File: src/rtl/layer2_argmax_pkg.sv
// Shared definitions for the layer-2 argmax block.
// Holds the default class count, class-index width and sum width (taken from
// the layer-2 output width macro), plus the FSM state encoding.
// The default sum width applies only when the build does not already define
// LAYER_2_OUT_BIT_WIDTH.
`ifndef LAYER_2_OUT_BIT_WIDTH
`define LAYER_2_OUT_BIT_WIDTH 16
`endif

package layer2_argmax_pkg;

  localparam int NUM_CLASSES_DEF = 10;
  localparam int IDX_W_DEF       = 4;
  localparam int SUM_W_DEF       = `LAYER_2_OUT_BIT_WIDTH;

  typedef enum logic [1:0] {
    ST_IDLE = 2'd0,
    ST_SCAN = 2'd1,
    ST_DONE = 2'd2
  } state_t;

endpackage

File: src/rtl/layer2_argmax_if.sv
// Bus between the layer-2 MAC bank / result logic and the argmax block.
//
// Handshake rules:
//   start/start_ready : the sums on sumIn are captured at a rising clock edge
//                       where start=1 and start_ready=1. start is ignored
//                       whenever start_ready=0 and is never queued.
//   out_valid/out_ready: classOut/maxOut are valid while out_valid=1. They
//                       hold stable until an edge where out_ready=1, which
//                       completes the transfer. out_ready is ignored while
//                       out_valid=0.
//
// Signals:
//   start       sums on sumIn are valid
//   start_ready block can accept a new set of sums
//   sumIn       packed sums, class m in bits [m*SUM_W +: SUM_W]
//   out_valid   result valid
//   out_ready   consumer accepts the result
//   classOut    index of the maximum sum
//   maxOut      value of the maximum sum
//   busy        scan in progress
//
// Modports: master = producer/consumer side, slave = the argmax block.
interface layer2_argmax_if
  import layer2_argmax_pkg::*;
#(
  parameter int NUM_CLASSES = NUM_CLASSES_DEF,
  parameter int SUM_W       = SUM_W_DEF,
  parameter int IDX_W       = IDX_W_DEF
);

  logic                         start;
  logic                         start_ready;
  logic [NUM_CLASSES*SUM_W-1:0] sumIn;
  logic                         out_valid;
  logic                         out_ready;
  logic [IDX_W-1:0]             classOut;
  logic [SUM_W-1:0]             maxOut;
  logic                         busy;

  modport master (
    output start, sumIn, out_ready,
    input  start_ready, out_valid, classOut, maxOut, busy
  );

  modport slave (
    input  start, sumIn, out_ready,
    output start_ready, out_valid, classOut, maxOut, busy
  );

endinterface

File: src/rtl/layer2_argmax_argmax_cmp.sv
// Combinational signed compare-select used by the argmax scan.
// Ports:
//   best_val/best_idx : current best pair
//   cand_val/cand_idx : candidate pair
//   new_val/new_idx   : updated best pair
// The compare is strict, so an equal candidate never replaces the current
// best; scanning in ascending index order therefore keeps the lowest index
// on ties.
module argmax_cmp #(
  parameter int SUM_W = 16,
  parameter int IDX_W = 4
) (
  input  logic signed [SUM_W-1:0] best_val,
  input  logic        [IDX_W-1:0] best_idx,
  input  logic signed [SUM_W-1:0] cand_val,
  input  logic        [IDX_W-1:0] cand_idx,
  output logic signed [SUM_W-1:0] new_val,
  output logic        [IDX_W-1:0] new_idx
);

  always_comb begin
    new_val = best_val;
    new_idx = best_idx;
    if (cand_val > best_val) begin
      new_val = cand_val;
      new_idx = cand_idx;
    end
  end

endmodule

File: src/rtl/layer2_argmax.sv
// Layer-2 argmax: captures all class sums in one cycle, scans them serially
// with a signed compare and returns the winning class index and its score.
// Ports:
//   clk       clock, rising edge
//   clr       asynchronous active-low reset
//   bus       layer2_argmax_if slave (start/sumIn in, result handshake out)
//   state_dbg current FSM state
module layer2_argmax
  import layer2_argmax_pkg::*;
#(
  parameter int NUM_CLASSES = NUM_CLASSES_DEF,
  parameter int SUM_W       = SUM_W_DEF,
  parameter int IDX_W       = IDX_W_DEF
) (
  input  logic                  clk,
  input  logic                  clr,
  layer2_argmax_if.slave        bus,
  output state_t                state_dbg
);

  localparam logic [IDX_W-1:0] LAST_IDX = IDX_W'(NUM_CLASSES - 1);

  state_t state, state_nx;

  logic signed [SUM_W-1:0] bank [NUM_CLASSES];
  logic        [IDX_W-1:0] cnt;
  logic signed [SUM_W-1:0] best_val;
  logic        [IDX_W-1:0] best_idx;
  logic        [IDX_W-1:0] class_q;
  logic signed [SUM_W-1:0] max_q;

  logic signed [SUM_W-1:0] cand_val;
  logic signed [SUM_W-1:0] new_val;
  logic        [IDX_W-1:0] new_idx;
  logic                    scan_last;

  logic start_ready_c;
  logic out_valid_c;
  logic busy_c;

  // With a single class the scan cycle has no candidate beyond sum[0];
  // feeding back best_val makes that cycle a pass-through.
  assign cand_val  = (cnt <= LAST_IDX) ? bank[cnt] : best_val;
  assign scan_last = (cnt >= LAST_IDX);

  argmax_cmp #(
    .SUM_W (SUM_W),
    .IDX_W (IDX_W)
  ) u_cmp (
    .best_val (best_val),
    .best_idx (best_idx),
    .cand_val (cand_val),
    .cand_idx (cnt),
    .new_val  (new_val),
    .new_idx  (new_idx)
  );

  // State register
  always_ff @(posedge clk or negedge clr) begin
    if (!clr) state <= ST_IDLE;
    else      state <= state_nx;
  end

  // Next-state logic
  always_comb begin
    state_nx = state;
    unique case (state)
      ST_IDLE: if (bus.start)     state_nx = ST_SCAN;
      ST_SCAN: if (scan_last)     state_nx = ST_DONE;
      ST_DONE: if (bus.out_ready) state_nx = ST_IDLE;
      default:                    state_nx = ST_IDLE;
    endcase
  end

  // Outputs decoded from state
  always_comb begin
    start_ready_c = 1'b0;
    out_valid_c   = 1'b0;
    busy_c        = 1'b0;
    unique case (state)
      ST_IDLE: start_ready_c = 1'b1;
      ST_SCAN: busy_c        = 1'b1;
      ST_DONE: out_valid_c   = 1'b1;
      default: start_ready_c = 1'b0;
    endcase
  end

  // Capture and scan datapath
  always_ff @(posedge clk or negedge clr) begin
    if (!clr) begin
      for (int m = 0; m < NUM_CLASSES; m++) bank[m] <= '0;
      cnt      <= '0;
      best_val <= '0;
      best_idx <= '0;
      class_q  <= '0;
      max_q    <= '0;
    end else begin
      unique case (state)
        ST_IDLE: begin
          if (bus.start) begin
            for (int m = 0; m < NUM_CLASSES; m++)
              bank[m] <= bus.sumIn[m*SUM_W +: SUM_W];
            best_val <= bus.sumIn[SUM_W-1:0];
            best_idx <= '0;
            cnt      <= IDX_W'(1);
          end
        end
        ST_SCAN: begin
          best_val <= new_val;
          best_idx <= new_idx;
          cnt      <= cnt + 1'b1;
          if (scan_last) begin
            class_q <= new_idx;
            max_q   <= new_val;
          end
        end
        default: ;
      endcase
    end
  end

  assign bus.start_ready = start_ready_c;
  assign bus.out_valid   = out_valid_c;
  assign bus.busy        = busy_c;
  assign bus.classOut    = class_q;
  assign bus.maxOut      = max_q;
  assign state_dbg       = state;

endmodule

File: src/flat_wrapper.sv
// flat-port wrapper written by rule: the top's interface ports become plain ports
module layer2_argmax_flat import layer2_argmax_pkg::*;
#(
  parameter int NUM_CLASSES = NUM_CLASSES_DEF,
  parameter int SUM_W       = SUM_W_DEF,
  parameter int IDX_W       = IDX_W_DEF
)
  (clk, clr, state_dbg, bus_start, bus_sumIn, bus_out_ready, bus_start_ready, bus_out_valid, bus_classOut, bus_maxOut, bus_busy);
  layer2_argmax_if #(.NUM_CLASSES(NUM_CLASSES), .SUM_W(SUM_W), .IDX_W(IDX_W)) bus_i ();
  input  logic clk;
  input  logic clr;
  output state_t state_dbg;
  input wire logic [$bits(bus_i.start)-1:0] bus_start;
  input wire logic [$bits(bus_i.sumIn)-1:0] bus_sumIn;
  input wire logic [$bits(bus_i.out_ready)-1:0] bus_out_ready;
  output wire logic [$bits(bus_i.start_ready)-1:0] bus_start_ready;
  output wire logic [$bits(bus_i.out_valid)-1:0] bus_out_valid;
  output wire logic [$bits(bus_i.classOut)-1:0] bus_classOut;
  output wire logic [$bits(bus_i.maxOut)-1:0] bus_maxOut;
  output wire logic [$bits(bus_i.busy)-1:0] bus_busy;
  assign bus_i.start = bus_start;
  assign bus_i.sumIn = bus_sumIn;
  assign bus_i.out_ready = bus_out_ready;
  assign bus_start_ready = bus_i.start_ready;
  assign bus_out_valid = bus_i.out_valid;
  assign bus_classOut = bus_i.classOut;
  assign bus_maxOut = bus_i.maxOut;
  assign bus_busy = bus_i.busy;
  layer2_argmax #(.NUM_CLASSES(NUM_CLASSES), .SUM_W(SUM_W), .IDX_W(IDX_W)) u_core (.clk(clk), .clr(clr), .bus(bus_i), .state_dbg(state_dbg));
endmodule
File: config.mk
export PLATFORM = sky130hd
export DESIGN_NAME = layer2_argmax_flat
export DESIGN_NICKNAME = d
export VERILOG_FILES = /design/src/rtl/layer2_argmax_pkg.sv /design/src/rtl/layer2_argmax_if.sv /design/src/rtl/layer2_argmax_argmax_cmp.sv /design/src/rtl/layer2_argmax.sv /design/src/flat_wrapper.sv
export SDC_FILE = /design/constraint.sdc
export NUM_CORES = 1
export LEC_CHECK = 0
export ABC_AREA = 1
export CAP_MARGIN = 20
export CORE_MARGIN = 2
export CORE_UTILIZATION = 53
export CTS_CLUSTER_DIAMETER = 50
export CTS_CLUSTER_SIZE = 16
export DETAILED_ROUTE_END_ITERATION = 10
export HOLD_SLACK_MARGIN = 0.08
export PLACE_DENSITY = 0.89
export SYNTH_ARGS = -nofsm -noshare
export SYNTH_HDL_FRONTEND = slang
export SYNTH_SLANG_ARGS = --single-unit
File: constraint.sdc
create_clock -name clk -period 4.2 [get_ports clk]
set_clock_uncertainty 0.05 [all_clocks]
set_input_delay 0.84 -clock clk [delete_from_list [all_inputs] [get_ports clk]]
set_output_delay 0.84 -clock clk [all_outputs]
set_load 0.1 [all_outputs]
Word level (Yosys, flattened, before mapping):

Cells that the tools add are included.

* bitwise gates (word level): 1
* multiplexer cells: 19
* reduce and logical (&&, ||, !) cells: 6
* $add $sub $neg: 1
* magnitude comparators: 4
* equality and inequality tests: 5

Operators by type and width (count)
* $mux W16: 5
* $bmux W16 S4: 1
* $pmux W16 S2: 1
* $gt A16 B16 Y1: 1
* $pmux W4 S2: 2
* $mux W4: 3
* $mux W2: 3
* $pmux W2 S3: 1
* $reduce_and A2 Y1: 3
* $ge A5 B5 Y1 const B: 1
* $not A4 Y5: 1
* $add A4 B1 Y4 const B: 1
* $ge A4 B4 Y1 const B: 1
* $le A4 B4 Y1 const B: 1
* $ne A2 B2 Y1 const B: 2
* $mux W1: 3
* $reduce_and A3 Y1: 1
* $eq A2 B1 Y1 const B: 1
* $eq A2 B2 Y1 const B: 1
* $logic_not A2 Y1: 1
* $ne A2 B1 Y1 const B: 1
* $reduce_bool A2 Y1: 1

* output and inout bits: 25
* bits of input ports: 164
* logic and storage cells: 52
* register bits after elaboration: 206

Logic depth before layout (Yosys ltp):

* word-level depth: 8
* mapped depth: 28
* mapped depth without buffers: 23

By module:

A second synthesis with hierarchy kept.

* cells, all modules: 1376
* area, all modules: 10400.0 sq um

By module, submodules not included
* layer2_argmax: sequential area each 5154.9 sq um, area each 9621.7 sq um, cells an instance 1234, times used 1
* argmax_cmp: sequential area each 0.0 sq um, area each 778.2 sq um, cells an instance 142, times used 1

Worst setup path before layout:

Ideal clock, no wire load.

* path kind: register -> register
* from: register u_core.state[0], in the netlist u_core.state_dbg[0]
* to: register u_core.best_val[10]
* arrival: 3225 ps
* stages on the path, launching flop included: 10
* setup time: 120 ps
* buffers on the path: 1
* setup slack: 805 ps
* path through: dfrtp_1 -> nor2_1 -> nand2_2 -> inv_2 -> nor2_2 -> inv_2 -> buf_2 -> o22ai_1 -> inv_1 -> nand2_1

* cells in the longest elaborated chain, start to end: 3
* elaborated cells on any way between the ends: 6
* classes of those cells: eq/ne: 2; mux: 1; reduce/logical: 3

Ends and longest elaborated chain
* from (decl): line layer2_argmax.sv:23 `state_t state, state_nx;`
* from (signal assigned): line layer2_argmax.sv:61 `else state <= state_nx;`
* $eq A2 B1 Y1 / $logic_not A2 Y1 (equally long branches): line layer2_argmax.sv:98 `unique case (state)`
* $reduce_bool A2 Y1 (no source line) / $ne A2 B2 Y1 (equally long branches)
* $reduce_and A2 Y1 (no source line)
* to (signal assigned): line layer2_argmax.sv:103 `best_val <= bus.sumIn[SUM_W-1:0];`
* to (signal assigned): line layer2_argmax.sv:109 `best_val <= new_val;`
* to (decl): line layer2_argmax.sv:27 `logic signed [SUM_W-1:0] best_val;`

Several ways; a longest one is shown, not always the timed one.
A chain may end at the register's enable or synchronous reset.

Final worst setup path:

* from: register u_core.cnt[1]
* to: register u_core.max_q[0], in the netlist u_core.bus.maxOut[0]

* cells in the longest elaborated chain, start to end: 7
* elaborated cells on any way between the ends: 10
* classes of those cells: order compare: 3; mux: 5; bitwise: 1; reduce/logical: 1

Ends and longest elaborated chain
* from (decl): line layer2_argmax.sv:26 `logic [IDX_W-1:0] cnt;`
* from (signal assigned): line layer2_argmax.sv:111 `cnt <= cnt + 1'b1;`
* $not A4 Y5 (implied by the code): line layer2_argmax.sv:43 `assign cand_val = (cnt <= LAST_IDX) ? bank[cnt] : best_val;`
* $bmux W16 S4: line layer2_argmax.sv:43
* $mux W16 (implied by the code) (2 in series): line layer2_argmax.sv:43
* $mux W16: line layer2_argmax.sv:43
* $gt A16 B16 Y1: line layer2_argmax_argmax_cmp.sv:24 `if (cand_val > best_val) begin`
* $mux W16: line layer2_argmax_argmax_cmp.sv:24
* to (signal assigned): line layer2_argmax.sv:114 `max_q <= new_val;`
* to (decl): line layer2_argmax.sv:30 `logic signed [SUM_W-1:0] max_q;`

Several ways; a longest one is shown, not always the timed one. The select of a mux whose other input is x is not followed.

==> load_flow_metrics.sql <==
INSERT INTO impl_metrics (metric_group, metric, value, unit) VALUES
('clock_tree', 'post-cts-setup-buffer-count', '0', ''),
('route', 'routed_via_density', '5.34', ''),
('final_layout', 'drive_gt1_frac', '0.0633', ''),
('synth', 'syn_area_per_cell', '7.36', 'sq um'),
('critical_path', 'kind_of_end_point_of_the_critical_path', 'flop', ''),
('clock_tree', 'latest_clock_arrival_within_the_worst_skew_pair', '0.51', 'ns'),
('clock_tree', 'root_buffer', 'clkbuf_16', ''),
('timing', 'timing.final.ws_setup', '0.466', 'ns'),
('route', 'detail_route.drc_violations', '0', ''),
('critical_path', 'timing.critical_path.from_type', 'flop', ''),
('global_routing', 'grt_max_degree', '107', ''),
('synth', 'synth_top_family_by_area', 'simple AND/OR/NAND/NOR gates', ''),
('critical_path', 'cpPeakStageDelay', '0.44', 'ns'),
('global_routing', 'grt_first_pass_wirelength', '49900', 'um'),
('timing', 'report.final.setup_viol', '0', ''),
('synth', 'share_of_the_yosys_chip_area_belonging_to_registers', '0.482', ''),
('critical_path', 'worstPathMaxFanout', '17', ''),
('route', 'dr.first_iter.drc_count', '1013', ''),
('synth', 'netlist-cell-type-count', '30', ''),
('floorplan', 'rows', '51', ''),
('global_routing', 'via_count_of_the_first_global_routing_pass', '9891', ''),
('synth', 'synth-seq-cells', '206', ''),
('critical_path', 'data_required_critical_path', '4.55', 'ns'),
('synth', 'synthCells', '1452', ''),
('synth', 'netlist_area_before_placement', '10700', 'sq um'),
('clock_tree', 'cts_made_buffers', '20', ''),
('global_routing', 'overflow', '0', ''),
('final_layout', 'area_delta_synth_final', '24.7', '%'),
('clock_tree', 'post_cts.resized_instances', '0', ''),
('outcome', 'outcome', 'complete, no violations', ''),
('final_layout', 'final_nets', '1782', ''),
('clock_tree', 'clkSinkCount', '206', ''),
('timing', 'fin_tns_setup', '0', 'ns'),
('floorplan', 'initial_core_util', '0.544', ''),
('floorplan', 'vertical_extent_of_the_die', '146', 'um'),
('clock_tree', 'postCtsHoldBufs', '0', ''),
('placement', 'place.detailed.hpwl', '21400', 'um'),
('synth', 'synthSimpleGateAreaFrac', '0.349', ''),
('route', 'wl_per_cell', '16.4', 'um'),
('placement', 'io_buffer_count', '188', ''),
('power', 'power_density', '991', 'nW/um^2'),
('power', 'leakagePower', '6.93', 'nW'),
('final_layout', 'sequential_cell_area', '5160', 'sq um'),
('clock_tree', 'cts.reportedPaths.clkPinSlew', '0.07', 'ns'),
('timing', 'finalHoldViolations', '0', ''),
('global_routing', 'number_of_antenna_violations_at_the_first_check_in_global_routing', '0', ''),
('power', 'ir_drop', '0.665', 'mV'),
('placement', 'dp_worst_setup_slack', '0.548', 'ns'),
('run', 'cap_violations', '0', ''),
('floorplan', 'fp.coreArea', '19700', 'sq um'),
('floorplan', 'number_of_ports_placed_on_the_die_boundary', '189', ''),
('synth', 'synthFlopType', 'dfrtp_1', ''),
('synth', 'synth_edf_count', '0', ''),
('floorplan', 'die_x', '146', 'um'),
('synth', 'mappedNetlistNets', '1635', ''),
('timing', 'max_slew_violations', '0', ''),
('synth', 'synth_async_sr_flop_share', '1.00', ''),
('synth', 'synth-xor-area-share', '0.000820', ''),
('synth', 'ys_top_cells_by_area', 'dfrtp_1, nand2_1, nor2_1', ''),
('synth', 'netlist.top_cell.by_area', 'dfrtp_1', ''),
('clock_tree', 'cts.htree.levels', '1', ''),
('critical_path', 'r2r-start', 'u_core.cnt[1]', ''),
('critical_path', 'timing.critical_path.arrival', '4.08', 'ns'),
('worst_hold_path', 'min_path_type', 'in -> async', ''),
('timing', 'max_freq', '268', 'MHz'),
('synth', 'yosysTopAreaCellShare', '0.482', ''),
('placement', 'gp_congestion', '0.958', ''),
('synth', 'yosys.area_share.adder', '0.0222', ''),
('route', 'detail_route.first_pass.iterations', '6', ''),
('synth', 'yosysMostFrequentCell', 'nand2_1', ''),
('final_layout', 'final.fill_count', '1623', '');
==> cell usage in the layout, fill, tap and decap left out, drive strengths merged <==
cell	count
a21oi	8
a31oi	1
o211ai	12
a21o	1
bufinv	2
nor2	122
o22ai	15
nand2	688
buf	20
ha	19
dfrtp	206
clkdlybuf4s50	186
nor3	2
o21ai	87
nand3	104
o31ai	1
xor2	1
clkbuf	25
clkinv	3
inv	108
==> state kept, by name, summed over array words and instances (netlist names) <==
name,count
u_core.best_val,16
u_core.best_idx,4
u_core.cnt,4
u_core.bus.maxOut,16
u_core.bus.classOut,4
u_core.bank,160
u_core.state_dbg,2
==> through the flow <==
stage | cell area [sq um] | hold WS, ns | total power, mW | cells | util
final | 13300 | 0.405 | 13.2 | 1876 | 0.678
after global placement | 12600 | 0.406 | 10.9 | 1842 | 0.643
after detailed placement | 12600 | 0.410 | 11.1 | 1842 | 0.643
after global routing | 13300 | 0.444 | 14.2 | 1876 | 0.678
after floorplan | 10700 | 0.394 | 9.20 | 1452 | -
after CTS | 13300 | 0.428 | 13.1 | 1876 | 0.678
==> cell type report <==
class                   count  share of cell area
multi-input cells        1061               0.352
inverters                 103              0.0296
clock buffers              24              0.0418
repair buffers            207               0.156
well taps                 265              0.0249
clock inverters            10             0.00967
flip-flops and latches    206               0.387
==> layer usage <==
metal	vias up	wire, um	track usage
met1	4617	12900	0.403
met3	90	2620	0.0495
met4	0	1360	0.117
met5	-	0	0
met2	519	13900	0.456
li1	4789	-	-
==> final timing paths <==
path                                        endpoint  slack, ns  cells after the start
worst max register to register  u_core.bus.maxOut[0]       0.47                     20
max in group asynchronous            u_core.bank[52]       2.91                      2
worst min-delay path                u_core.bank[120]       0.41                      1
worst min register to register       u_core.bank[38]       0.43                      2
min in group clk                     u_core.bank[38]       0.43                      2
worst max-delay path            u_core.bus.maxOut[0]       0.47                     20
==> critical path, delay by kind of cell (launching register included) <==
kind,cells,cell delay (ns)
AO/OA/AOI/OAI,1,0.44
adder cells (fa/ha/maj),2,0.57
AND/OR/NAND/NOR,12,1.46
flip-flops,1,0.38
buffers and inverters,5,0.71
==> power by group <==
| group | total (mW) | switching, mW | leakage [nW] | internal, mW |
|---|---|---|---|---|
| clock network | 1.90 | 0.809 | 0.339 | 1.09 |
| logic | 7.76 | 5.35 | 4.05 | 2.42 |
| registers | 3.55 | 0.576 | 2.54 | 2.98 |
==> kinds of logic (layout without fill, tap and decap cells) <==
family	Yosys count	after routing
AO/OA/AOI/OAI	125	125
XOR/XNOR	1	1
adder cells (fa/ha/maj)	19	19
buffers and inverters	185	344
flip-flops	206	206
AND/OR/NAND/NOR	916	916
(Power assumes the default switching activity.)
